`src/rtl/fifo_wr_arbiter_pkg.sv`:
```
// ---------------------------------------------------------------------------
// fifo_arb_pkg
//   Shared types and constants for the FIFO write-port arbiter.
//   - arb_state_t : arbiter FSM state (ARB_IDLE picks a winner, ARB_OWN writes)
//   - STALL_CNT_W : width of the stall statistic output
// ---------------------------------------------------------------------------
package fifo_arb_pkg;

  typedef enum logic {
    ARB_IDLE = 1'b0,
    ARB_OWN  = 1'b1
  } arb_state_t;

  localparam int STALL_CNT_W = 16;

endpackage

```
`src/rtl/fifo_wr_arbiter_rr_pick.sv`:
```
// ---------------------------------------------------------------------------
// rr_pick
//   Combinational round-robin picker. Starting at position ptr and walking
//   upward modulo N, returns the first index whose request bit is set.
// Ports
//   req   in  N       request vector
//   ptr   in  IW      search start position (0..N-1)
//   valid out 1       at least one request is set
//   idx   out IW      winning index (0 when valid=0)
// ---------------------------------------------------------------------------
module rr_pick #(
  parameter int N = 4,
  localparam int IW = (N > 1) ? $clog2(N) : 1
) (
  input  logic [N-1:0]  req,
  input  logic [IW-1:0] ptr,
  output logic          valid,
  output logic [IW-1:0] idx
);

  // Walk the offsets from farthest to nearest so the last hit written is the
  // one closest to ptr, which is the round-robin winner.
  always_comb begin
    valid = 1'b0;
    idx   = '0;
    for (int k = N - 1; k >= 0; k--) begin
      if (req[IW'((int'(ptr) + k) % N)]) begin
        valid = 1'b1;
        idx   = IW'((int'(ptr) + k) % N);
      end
    end
  end

endmodule

```
`src/rtl/fifo_wr_arbiter.sv`:
```
// ---------------------------------------------------------------------------
// fifo_wr_arbiter
//   Shares the single write port of one FIFO among N_REQ producers using
//   round-robin arbitration with bounded bursts. Stalls (without losing
//   ownership) while the FIFO reports full. One idle bubble per arbitration.
// Parameters
//   DATA_TYPE  FIFO word type
//   N_REQ      number of requesters (2..16)
//   MAX_BURST  max words written per grant (1..16)
// Ports
//   clk           in   clock, all state on rising edge
//   reset         in   asynchronous active-high reset
//   req           in   [N_REQ]   per-requester word-valid
//   req_data      in   DATA_TYPE [N_REQ] per-requester word
//   fifo_full     in   FIFO full flag
//   gnt           out  [N_REQ] one-hot, word of that requester written now
//   fifo_wr_en    out  FIFO write enable (= |gnt)
//   fifo_wr_data  out  word being written, '0 when not writing
//   busy          out  a requester currently owns the port
//   stall_cnt     out  [16] cycles the owner was blocked by fifo_full
// Configuration
//   FIFO_WR_ARB_STATS_EN : when defined, stall_cnt is a saturating counter;
//   otherwise it is tied to zero and no counter is built.
// ---------------------------------------------------------------------------
module fifo_wr_arbiter
  import fifo_arb_pkg::*;
#(
  parameter type DATA_TYPE = logic [1:0],
  parameter int  N_REQ     = 4,
  parameter int  MAX_BURST = 4
) (
  input  logic                   clk,
  input  logic                   reset,
  input  logic [N_REQ-1:0]       req,
  input  DATA_TYPE               req_data [N_REQ],
  input  logic                   fifo_full,
  output logic [N_REQ-1:0]       gnt,
  output logic                   fifo_wr_en,
  output DATA_TYPE               fifo_wr_data,
  output logic                   busy,
  output logic [STALL_CNT_W-1:0] stall_cnt
);

  localparam int IW = $clog2(N_REQ);
  localparam int CW = $clog2(MAX_BURST + 1);

  arb_state_t     state;
  logic [IW-1:0]  owner;
  logic [IW-1:0]  rr_ptr;
  logic [CW-1:0]  cnt;

  logic           pick_valid;
  logic [IW-1:0]  pick_idx;
  logic           owner_req;
  logic           write_ok;
  logic           last_word;
  logic           exit_own;
  logic [IW-1:0]  next_ptr;

  // Winner search is only consumed in ARB_IDLE; other requesters are
  // ignored while someone owns the port.
  rr_pick #(.N(N_REQ)) u_pick (
    .req   (req),
    .ptr   (rr_ptr),
    .valid (pick_valid),
    .idx   (pick_idx)
  );

  // A write happens only when the owner still has a word and the FIFO can
  // take it, so the FIFO can never be overflowed by this block.
  assign owner_req = req[owner];
  assign write_ok  = (state == ARB_OWN) && owner_req && !fifo_full;
  assign last_word = write_ok && (cnt == CW'(MAX_BURST - 1));
  assign exit_own  = (state == ARB_OWN) && (!owner_req || last_word);
  assign next_ptr  = (owner == IW'(N_REQ - 1)) ? '0 : owner + 1'b1;

  // Output muxing: one-hot grant to the owner, data forced to zero when idle
  // so the FIFO data pins do not toggle on non-write cycles.
  always_comb begin
    gnt = '0;
    if (write_ok) begin
      gnt[owner] = 1'b1;
    end
  end

  assign fifo_wr_en   = write_ok;
  assign fifo_wr_data = write_ok ? req_data[owner] : DATA_TYPE'('0);
  assign busy         = (state == ARB_OWN);

  // Arbitration FSM. ARB_IDLE latches the round-robin winner and restarts the
  // burst count; ARB_OWN counts written words and returns to idle when the
  // owner withdraws or its burst budget is used up. Backpressure only holds
  // the state, it never ends ownership.
  always_ff @(posedge clk or posedge reset) begin
    if (reset) begin
      state  <= ARB_IDLE;
      owner  <= '0;
      rr_ptr <= '0;
      cnt    <= '0;
    end else begin
      case (state)
        ARB_IDLE: begin
          if (pick_valid) begin
            state <= ARB_OWN;
            owner <= pick_idx;
            cnt   <= '0;
          end
        end
        ARB_OWN: begin
          if (write_ok) begin
            cnt <= cnt + 1'b1;
          end
          if (exit_own) begin
            state  <= ARB_IDLE;
            rr_ptr <= next_ptr;
          end
        end
        default: begin
          state <= ARB_IDLE;
        end
      endcase
    end
  end

`ifdef FIFO_WR_ARB_STATS_EN
  logic [STALL_CNT_W-1:0] stall_q;

  // Stall statistic: cycles in which the owner had a word ready but the FIFO
  // was full. Saturates instead of wrapping so long runs stay meaningful.
  always_ff @(posedge clk or posedge reset) begin
    if (reset) begin
      stall_q <= '0;
    end else if ((state == ARB_OWN) && owner_req && fifo_full && (stall_q != '1)) begin
      stall_q <= stall_q + 1'b1;
    end
  end

  assign stall_cnt = stall_q;
`else
  assign stall_cnt = '0;
`endif

endmodule

```
`config.mk`:
```
export PLATFORM = sky130hd
export DESIGN_NAME = fifo_wr_arbiter
export DESIGN_NICKNAME = d
export VERILOG_FILES = /design/src/rtl/fifo_wr_arbiter_pkg.sv /design/src/rtl/fifo_wr_arbiter_rr_pick.sv /design/src/rtl/fifo_wr_arbiter.sv
export SDC_FILE = /design/constraint.sdc
export NUM_CORES = 1
export LEC_CHECK = 0
export ABC_AREA = 1
export BUFFER_PORTS_ARGS = -buffer_cell sky130_fd_sc_hd__buf_2
export CAP_MARGIN = 20
export CORE_MARGIN = 2
export CORE_UTILIZATION = 40
export DETAILED_ROUTE_END_ITERATION = 8
export GPL_TIMING_DRIVEN = 0
export PLACE_DENSITY = 0.76
export RECOVER_POWER = 100
export SETUP_SLACK_MARGIN = 0.2
export SLEW_MARGIN = 20
export SYNTH_ARGS = -nofsm -noshare
export SYNTH_HDL_FRONTEND = slang
export SYNTH_HIERARCHICAL = 1
export SYNTH_SLANG_ARGS = --single-unit
```
`constraint.sdc`:
```
create_clock -name clk -period 1.5 [get_ports clk]
set_clock_uncertainty 0.2 [all_clocks]
set_input_delay 0.15 -clock clk [delete_from_list [all_inputs] [get_ports clk]]
set_output_delay 0.15 -clock clk [all_outputs]
set_load 0.02 [all_outputs]
```
==> results.cfg, run 1 <==
[status]
status = complete, but fails checks
violations = negative setup slack

[route]
routedWlPerCell_um = 12.71
vias = 1060
wl_mm = 2.859
dr.pass1.iters = 4
via_per_inst = 4.711
ant_nets = 0
drt_iter0_markers = 19
drc_errors = 0

[clock_network]
worstSkewPairLatency_ps = 250
cts-root-buf = clkbuf_4
clk_pin_slew_ps = 60
numCtsBuffers = 3
clockBufferDepth = 2
cts_tree = built
htreeDepth = 1
clkSinkCount = 8

[synthesis]
async_flop_share_pct = 100.0
yosys.area.top_type = dfrtp_1
yosysMostFrequentCell = nand2_1
ys_seq_area_share_pct = 21.42
syn_area_um2 = 934.6
yosys_warnings = 6
synth_edf_count = 0
ys.flop_type = dfrtp_1
synth_cell_types = 21
syn_avg_cell_area_um2 = 6.536
synthCells = 143
synth_commonest_cells = nand2_1, nor2_1, buf_4, inv_1, nand3_1
synth_area_leaders = dfrtp_1, nand2_1, buf_4
ys_ff_latch = 8
synth_top_area_share_pct = 21.42

[sta]
finalMaxSlewViolations = 0
whs_ps = 186.0
post-route-min-period_ps = 1870
setup_ws_ps = -369.7
rsz0062_at_grt = yes
setup_viol = 15
hold_violations = 0
period_share_pct = 124.6
fmax_mhz = 534.8

[global_routing]
antenna_found_initial = 0
grt_use_total_pct = 20.54
grt_pass1_wl_mm = 4.195
grt_max_degree = 9
overflow = 0
first_global_vias = 1056

[cells_and_area]
fin_cells = 225
drive_gt1_share_pct = 53.30
nNetsFinal = 219
regArea_um2 = 203.9
multi_input_area_um2 = 770.7
n_antenna_cell = 0
postLayoutCoreUtil_pct = 69.57
fin_area_mm2 = 0.001539
nFillCells = 158
area_growth_pct = 64.66

[pwr]
swShare_pct = 53.24
p_leak_uw = 0.0008350
pwr-share-clk_pct = 6.3
combinationalPowerShare_pct = 77.6
peakVddDrop_mv = 0.9499
power.net_switching_uw = 1536
power.density_mw_per_mm2 = 1874
pwr-share-seq_pct = 16.1
power.internal_uw = 1349

[worst_setup_path]
slowest_delay_ps = 410
regToRegSetupSlack_ps = -170
worstPathRequired_ps = 1150
crit_type = register to output pin
worstPathCellList = buf_6 > clkinv_8 > nand2_4 > nand3_4 > nand3_4 > buf_12 > a21oi_4 > buf_6
critPathArrivalTime_ps = 1520
reg2reg_depth = 10
startpoint = owner[0]
crit_fanout = 7
crit_path_end_kind = output pin
start_kind = register
r2r_start = owner[0]
crit_slowest_cell = dfrtp_1

[placement]
portBuffers = 22
dp.cells = 208
dpl.hpwl_mm = 1.704
gp_congestion = 0.7329
dpl_cell_area_mm2 = 0.001194

[die]
rows = 17
die_y_um = 52.34
ioPinCount = 39
fp.dieW_um = 52.34
core_mm2 = 0.002212
die_area_mm2 = 0.002739
initial_utilization_pct = 42.25

[run]
cap_violations = 0

[min_path]
hold_class = primary input to async pin
worst max-delay path, delay by kind of cell (launching register included):
| kind | cells | cell delay [ps] |
|---|---|---|
| AO/OA/AOI/OAI | 1 | 120 |
| buffers and inverters | 4 | 510 |
| flip-flops | 1 | 410 |
| AND/OR/NAND/NOR | 3 | 210 |
logic make-up after synthesis:
group	count (synthesis)	share of synthesized area, %
other cells	1	0.4012
simple gates	77	37.48
buf+inv	38	25.03
compound gates	13	7.630
flops	8	21.42
fa+ha+maj	6	8.032
state kept, by name (all words and copies together), names as in the netlist:
signal / flops
busy: 1
cnt: 3
owner: 2
rr_ptr: 2
per-layer routing:
metal  track usage [%]  share of wire (%)
met3             2.000                5.4
met1             18.28                 35
met2             43.54                 58
met4             10.26                2.2
met5                 0                  0
metrics by stage:
stage | setup slack, ps | setup TNS [ps] | power [uW]
global route | -392.0 | -3472 | 3070
global placement | -134.5 | -797.1 | 1891
detailed placement | -138.3 | -1121 | 1955
finish | -369.7 | -2667 | 2885
CTS | -310.0 | -2081 | 2612
floorplan | 37.12 | 0 | 1654
cell usage in the layout, fill, tap and decap left out:
master         instances
dlygate4sd3_1          1
nand2_1               25
inv_2                  5
clkbuf_1               2
nand2_2               11
buf_12                 1
inv_4                  1
nand3_4                3
clkinv_8               1
clkinv_2               1
dfrtp_1                5
a21boi_1               1
inv_1                 11
dfrtp_2                3
o21ai_2                2
a21oi_1                2
a21oi_4                3
o21ai_0                1
buf_6                 11
nor2_4                 6
ha_1                   6
and2_4                 1
nand3_2                5
o21ai_4                2
o21ai_1                2
nand3_1                7
buf_2                 14
nor2_1                13
nand2_4                7
conb_1                16
buf_4                 25
clkbuf_4               3
path summary, 6_finish.rpt:
path | to
setup / recovery | fifo_wr_data[1]
hold / removal | rr_ptr[1]
setup reg to reg | cnt[0]
hold reg to reg | cnt[2]
max in group asynchronous | owner[1]
min in group clk | cnt[2]
final cells by class:
cell class,instances,share of cell area [%]
inverters,19,5.691
multi-input cells,113,50.08
plain buffers,19,10.57
clock buffers,4,1.707
well taps,28,2.276
flip-flops and latches,8,13.25
repair buffers,34,16.42
what timing repair did:
item / 4_1_cts / 5_1_grt
resized for setup: 42 / 22
pin swaps: 6 / 7
gates cloned: 2 / 0
buffers inserted: 9 / 1
endpoints found under the setup margin: 15 / 15
endpoints found under the hold margin: 8 / 0
hold buffers: 1 / 0
power groups by stage:
stage	clock network (uW)	logic (uW)	registers (uW)
3_5_place_dp	0	1520	437
5_1_grt	192	2400	476
2_1_floorplan	0	1220	431
6_report	181	2240	465
3_3_place_gp	0	1460	432
4_1_cts	185	1970	457
Power figures use the tool's default switching activity.
==> run 2, diff against run 1 <==
--- a/config.mk
+++ b/config.mk
@@ -12,6 +12,7 @@
 export CORE_UTILIZATION = 40
 export DETAILED_ROUTE_END_ITERATION = 8
 export GPL_TIMING_DRIVEN = 0
+export MAX_ROUTING_LAYER = met4
 export PLACE_DENSITY = 0.76
 export RECOVER_POWER = 100
 export SETUP_SLACK_MARGIN = 0.2
==> results.cfg, run 2 (same netlist as run 1, synthesis figures left out) <==
[pwr]
power.density_mw_per_mm2 = 1875
p_leak_uw = 0.0008350
power_uw = 2886
peakVddDrop_mv = 0.9497

[clock_network]
numCtsBuffers = 3
clockBufferDepth = 2
cts-root-buf = clkbuf_4
clkSinkCount = 8
clk_pin_slew_ps = 60
worstSkewPairLatency_ps = 250
htreeDepth = 1
cts_tree = built

[route]
drc_errors = 0
vias = 1056
via_per_inst = 4.693
drt_iter0_markers = 19
ant_nets = 0
dr.pass1.iters = 6
routedWlPerCell_um = 12.76
wl_mm = 2.870

[global_routing]
antenna_found_initial = 0
grt_pass1_wl_mm = 4.195
grt_max_degree = 9
overflow = 0
first_global_vias = 1052
grt_use_total_pct = 21.07

[placement]
dpl.hpwl_mm = 1.704
portBuffers = 22
gp_congestion = 0.7418
dpl_cell_area_mm2 = 0.001194
dp.cells = 208

[worst_setup_path]
critPathArrivalTime_ps = 1520
start_kind = register
crit_path_end_kind = output pin
crit_fanout = 7
worstPathRequired_ps = 1150
crit_type = register to output pin

[die]
die_y_um = 52.34
ioPinCount = 39
fp.dieW_um = 52.34
initial_utilization_pct = 42.25
die_area_mm2 = 0.002739
rows = 17
core_mm2 = 0.002212

[sta]
setup_viol = 15
fmax_mhz = 535.8
period_share_pct = 124.4
finalMaxSlewViolations = 0
setup_ws_ps = -366.3
rsz0062_at_grt = yes
hold_violations = 0
post-route-min-period_ps = 1866
setup_tns_ps = -2710
whs_ps = 186.3

[cells_and_area]
largest_reg_flops = 3
final_cell_mix = nand2_1, buf_4, conb_1
reg_top3 = cnt (3), owner (2), rr_ptr (2)
fin_area_mm2 = 0.001539
n_antenna_cell = 0
largest_register = cnt
fin_cells = 225
drive_gt1_share_pct = 53.30
nNetsFinal = 219
area_growth_pct = 64.66

[run]
cap_violations = 0

[status]
status = complete, but fails checks
violations = negative setup slack

[min_path]
hold_class = primary input to async pin
[run 2: cell counts in the layout (fill, tap and decap cells not counted)]
Identical to the previous run, type by type.
[run 2: metrics by stage]
step	util, %	setup slack (ps)
floorplan	-	37.12
global placement	53.96	-134.5
detailed placement	53.96	-138.3
CTS	66.01	-310.0
global route	69.57	-392.0
finish	69.57	-366.3
[run 2: what timing repair did]
item	CTS	global route
hold endpoints to repair	8	0
cloned	2	0
endpoints found under the setup margin	15	15
hold buffers	1	0
gates resized for setup	42	22
setup buffers	9	1
pin swaps	6	7
[run 2: cell type report]
type	instances	area (um^2)
inverter	19	87.58
multi-input combinational	113	770.7
buffer	19	162.7
sequential	8	203.9
fill	158	673.1
tap	28	35.03
timing repair buffer	34	252.7
clock buffer	4	26.28
[run 2: worst max-delay path: stages (launching register included)]
cell,delay [ps]
dfrtp_1,410
buf_6,160
clkinv_8,60
nand2_4,50
nand3_4,70
nand3_4,100
buf_12,160
a21oi_4,120
buf_6,130
[run 2: metal layers]
metal  global-route usage, %  part of all wire [%]  vias to the layer above  routed length, um
met5                       -                     0                        -                  0
met3                   2.000                   5.2                        8                150
met1                   18.28                    35                      481               1012
met2                   43.54                    57                       46               1644
met4                   10.26                   2.2                        0                 63
li1                        -                     -                      521                  -
[run 2: final timing paths]
check	startpoint	slack [ps]	endpoint	cells past startpoint
worst max-delay path	owner[0]	-370	fifo_wr_data[1]	8
worst max register to register	owner[0]	-170	cnt[0]	10
worst min register to register	cnt[2]	330	cnt[2]	2
max in group asynchronous	reset	670	owner[1]	3
worst min-delay path	reset	190	rr_ptr[1]	3
min in group clk	fifo_full	220	cnt[2]	7
[run 2: power by group]
group	switching (uW)	internal (uW)	total [uW]	leakage, uW
Sequential	139	325	465	0.0000963
Combinational	1320	921	2240	0.000724
Clock	78.9	102	181	0.0000150
Total	1540	1350	2890	0.000835
==> run 3, diff against run 2 <==
--- a/config.mk
+++ b/config.mk
@@ -14,8 +14,9 @@
 export GPL_TIMING_DRIVEN = 0
 export MAX_ROUTING_LAYER = met4
 export PLACE_DENSITY = 0.76
-export RECOVER_POWER = 100
+export RECOVER_POWER = 25
 export SETUP_SLACK_MARGIN = 0.2
+export SKIP_CTS_REPAIR_TIMING = 1
 export SLEW_MARGIN = 20
 export SYNTH_ARGS = -nofsm -noshare
 export SYNTH_HDL_FRONTEND = slang
==> results.cfg, run 3 (same netlist as run 1, synthesis figures left out) <==
[global_routing]
grt_use_total_pct = 16.11
overflow = 0
gr-max-usage-layer = met2
antenna_found_initial = 0
grt_max_degree = 11
use_met1_pct = 15.47
first_global_vias = 864
grtUsageMet3_pct = 1.143
met2_usage_pct = 33.54
grt_pass1_wl_mm = 3.305

[die]
fp.dieW_um = 52.34
core_mm2 = 0.002212
initial_utilization_pct = 42.25
die_y_um = 52.34
ioPinCount = 39
die_area_mm2 = 0.002739
rows = 17

[worst_setup_path]
crit_type = register to output pin
reg2reg_depth = 9
start_kind = register
worstPathCellList = buf_6 > inv_8 > nand2_4 > nand3_4 > nand3_4 > buf_12 > a21oi_4 > buf_6
critPathArrivalTime_ps = 1510
crit_slowest_cell = dfrtp_1
crit_fanout = 8
worstPathRequired_ps = 1150
crit_path_end_kind = output pin
slowest_delay_ps = 410

[cells_and_area]
final_common_cell = nand2_1
drive_gt1_share_pct = 47.15
final_cell_mix = nand2_1, buf_4, conb_1
fin_cells = 221
reg_top3 = cnt (3), owner (2), rr_ptr (2)
area_growth_pct = 55.02
largest_reg_flops = 3
largest_register = cnt
n_antenna_cell = 0
nNetsFinal = 215

[placement]
dp.cells = 208
gp_congestion = 0.7418
portBuffers = 22
preCtsSetupSlack_ps = -138.3
dpl.hpwl_mm = 1.704

[route]
drc_errors = 0
ant_nets = 0
wl_mm = 2.539
drt_iter0_markers = 38
via_per_inst = 4.579
vias = 1012
dr.pass1.iters = 4
routedWlPerCell_um = 11.49

[sta]
setup_tns_ps = -2596
post-route-min-period_ps = 1861
hold_violations = 0
finalMaxSlewViolations = 0
period_share_pct = 124.1
setup_ws_ps = -361.1
setup_viol = 14
rsz0062_at_grt = yes
fmax_mhz = 537.3

[run]
cap_violations = 0

[pwr]
power.density_mw_per_mm2 = 1830
power.internal_uw = 1246
power.net_switching_uw = 1406
pwr-share-clk_pct = 7.0
p_leak_uw = 0.0007899
combinationalPowerShare_pct = 75.8
pwr-share-seq_pct = 17.1
swShare_pct = 53.02
peakVddDrop_mv = 0.9198

[clock_network]
worstSkewPairLatency_ps = 260
numCtsBuffers = 3
clk_pin_slew_ps = 60
cts-root-buf = clkbuf_4
clkSinkCount = 8
clockBufferDepth = 2
htreeDepth = 1
cts_tree = built

[min_path]
hold_class = primary input to register
holdPathStages = 6

[status]
status = complete, but fails checks
violations = negative setup slack
==> run 3: changes by cell type in the layout (fill, tap and decap cells not counted), moves of 3 or more <==
| cell | previous run | this run |
|---|---|---|
| buf_4 | 25 | 21 |
| nand2_1 | 25 | 29 |
| nand3_1 | 7 | 11 |
| nand3_2 | 5 | 1 |
| nand2_4 | 7 | 4 |
| o21ai_0 | 1 | 4 |
==> run 3: cell type report <==
class / count / area [um^2]
Fill cell: 176 / 763.2
Multi-Input combinational cell: 113 / 716.9
Timing Repair Buffer: 30 / 224.0
Sequential cell: 8 / 203.9
Buffer: 19 / 162.7
Inverter: 19 / 80.08
Tap cell: 28 / 35.03
Clock buffer: 4 / 26.28
==> run 3: critical path: cells and delay by family (launching register included) <==
family | cells | cell delay (ps)
and+or+nand+nor | 3 | 210
DFF | 1 | 410
buffers and inverters | 4 | 520
AOI/OAI and AO/OA | 1 | 110
==> run 3: worst paths after layout <==
check	startpoint	endpoint	slack (ps)
max	owner[0]	fifo_wr_data[0]	-360
min	fifo_full	cnt[2]	110
max reg2reg	rr_ptr[0]	owner[0]	-130
min reg2reg	cnt[2]	cnt[2]	330
max in group asynchronous	reset	owner[1]	660
min in group asynchronous	reset	cnt[0]	190
==> run 3: power by group through the flow <==
stage	Clock, uW	Combinational (uW)	Sequential, uW
floorplan	0	1220	431
global placement	0	1460	432
detailed placement	0	1520	437
CTS	185	1530	434
global route	195	2170	468
finish	187	2010	455
==> run 3: through the flow <==
stage                     hold WS [ps]  power (uW)  instance area [um^2]  util [%]
after floorplan                 -234.4        1654                  1049         -
final                            107.0        2652                  1449     65.50
after global routing             154.2        2835                  1449     65.50
after global placement          -97.96        1891                  1194     53.96
after detailed placement        -91.25        1955                  1194     53.96
after CTS                       -368.0        2147                  1220     55.15
==> run 3: per-layer routing <==
metal / vias up / routed length, um
li1: 508 / -
met1: 455 / 939
met2: 42 / 1414
met3: 7 / 139
met4: 0 / 45
met5: - / 0
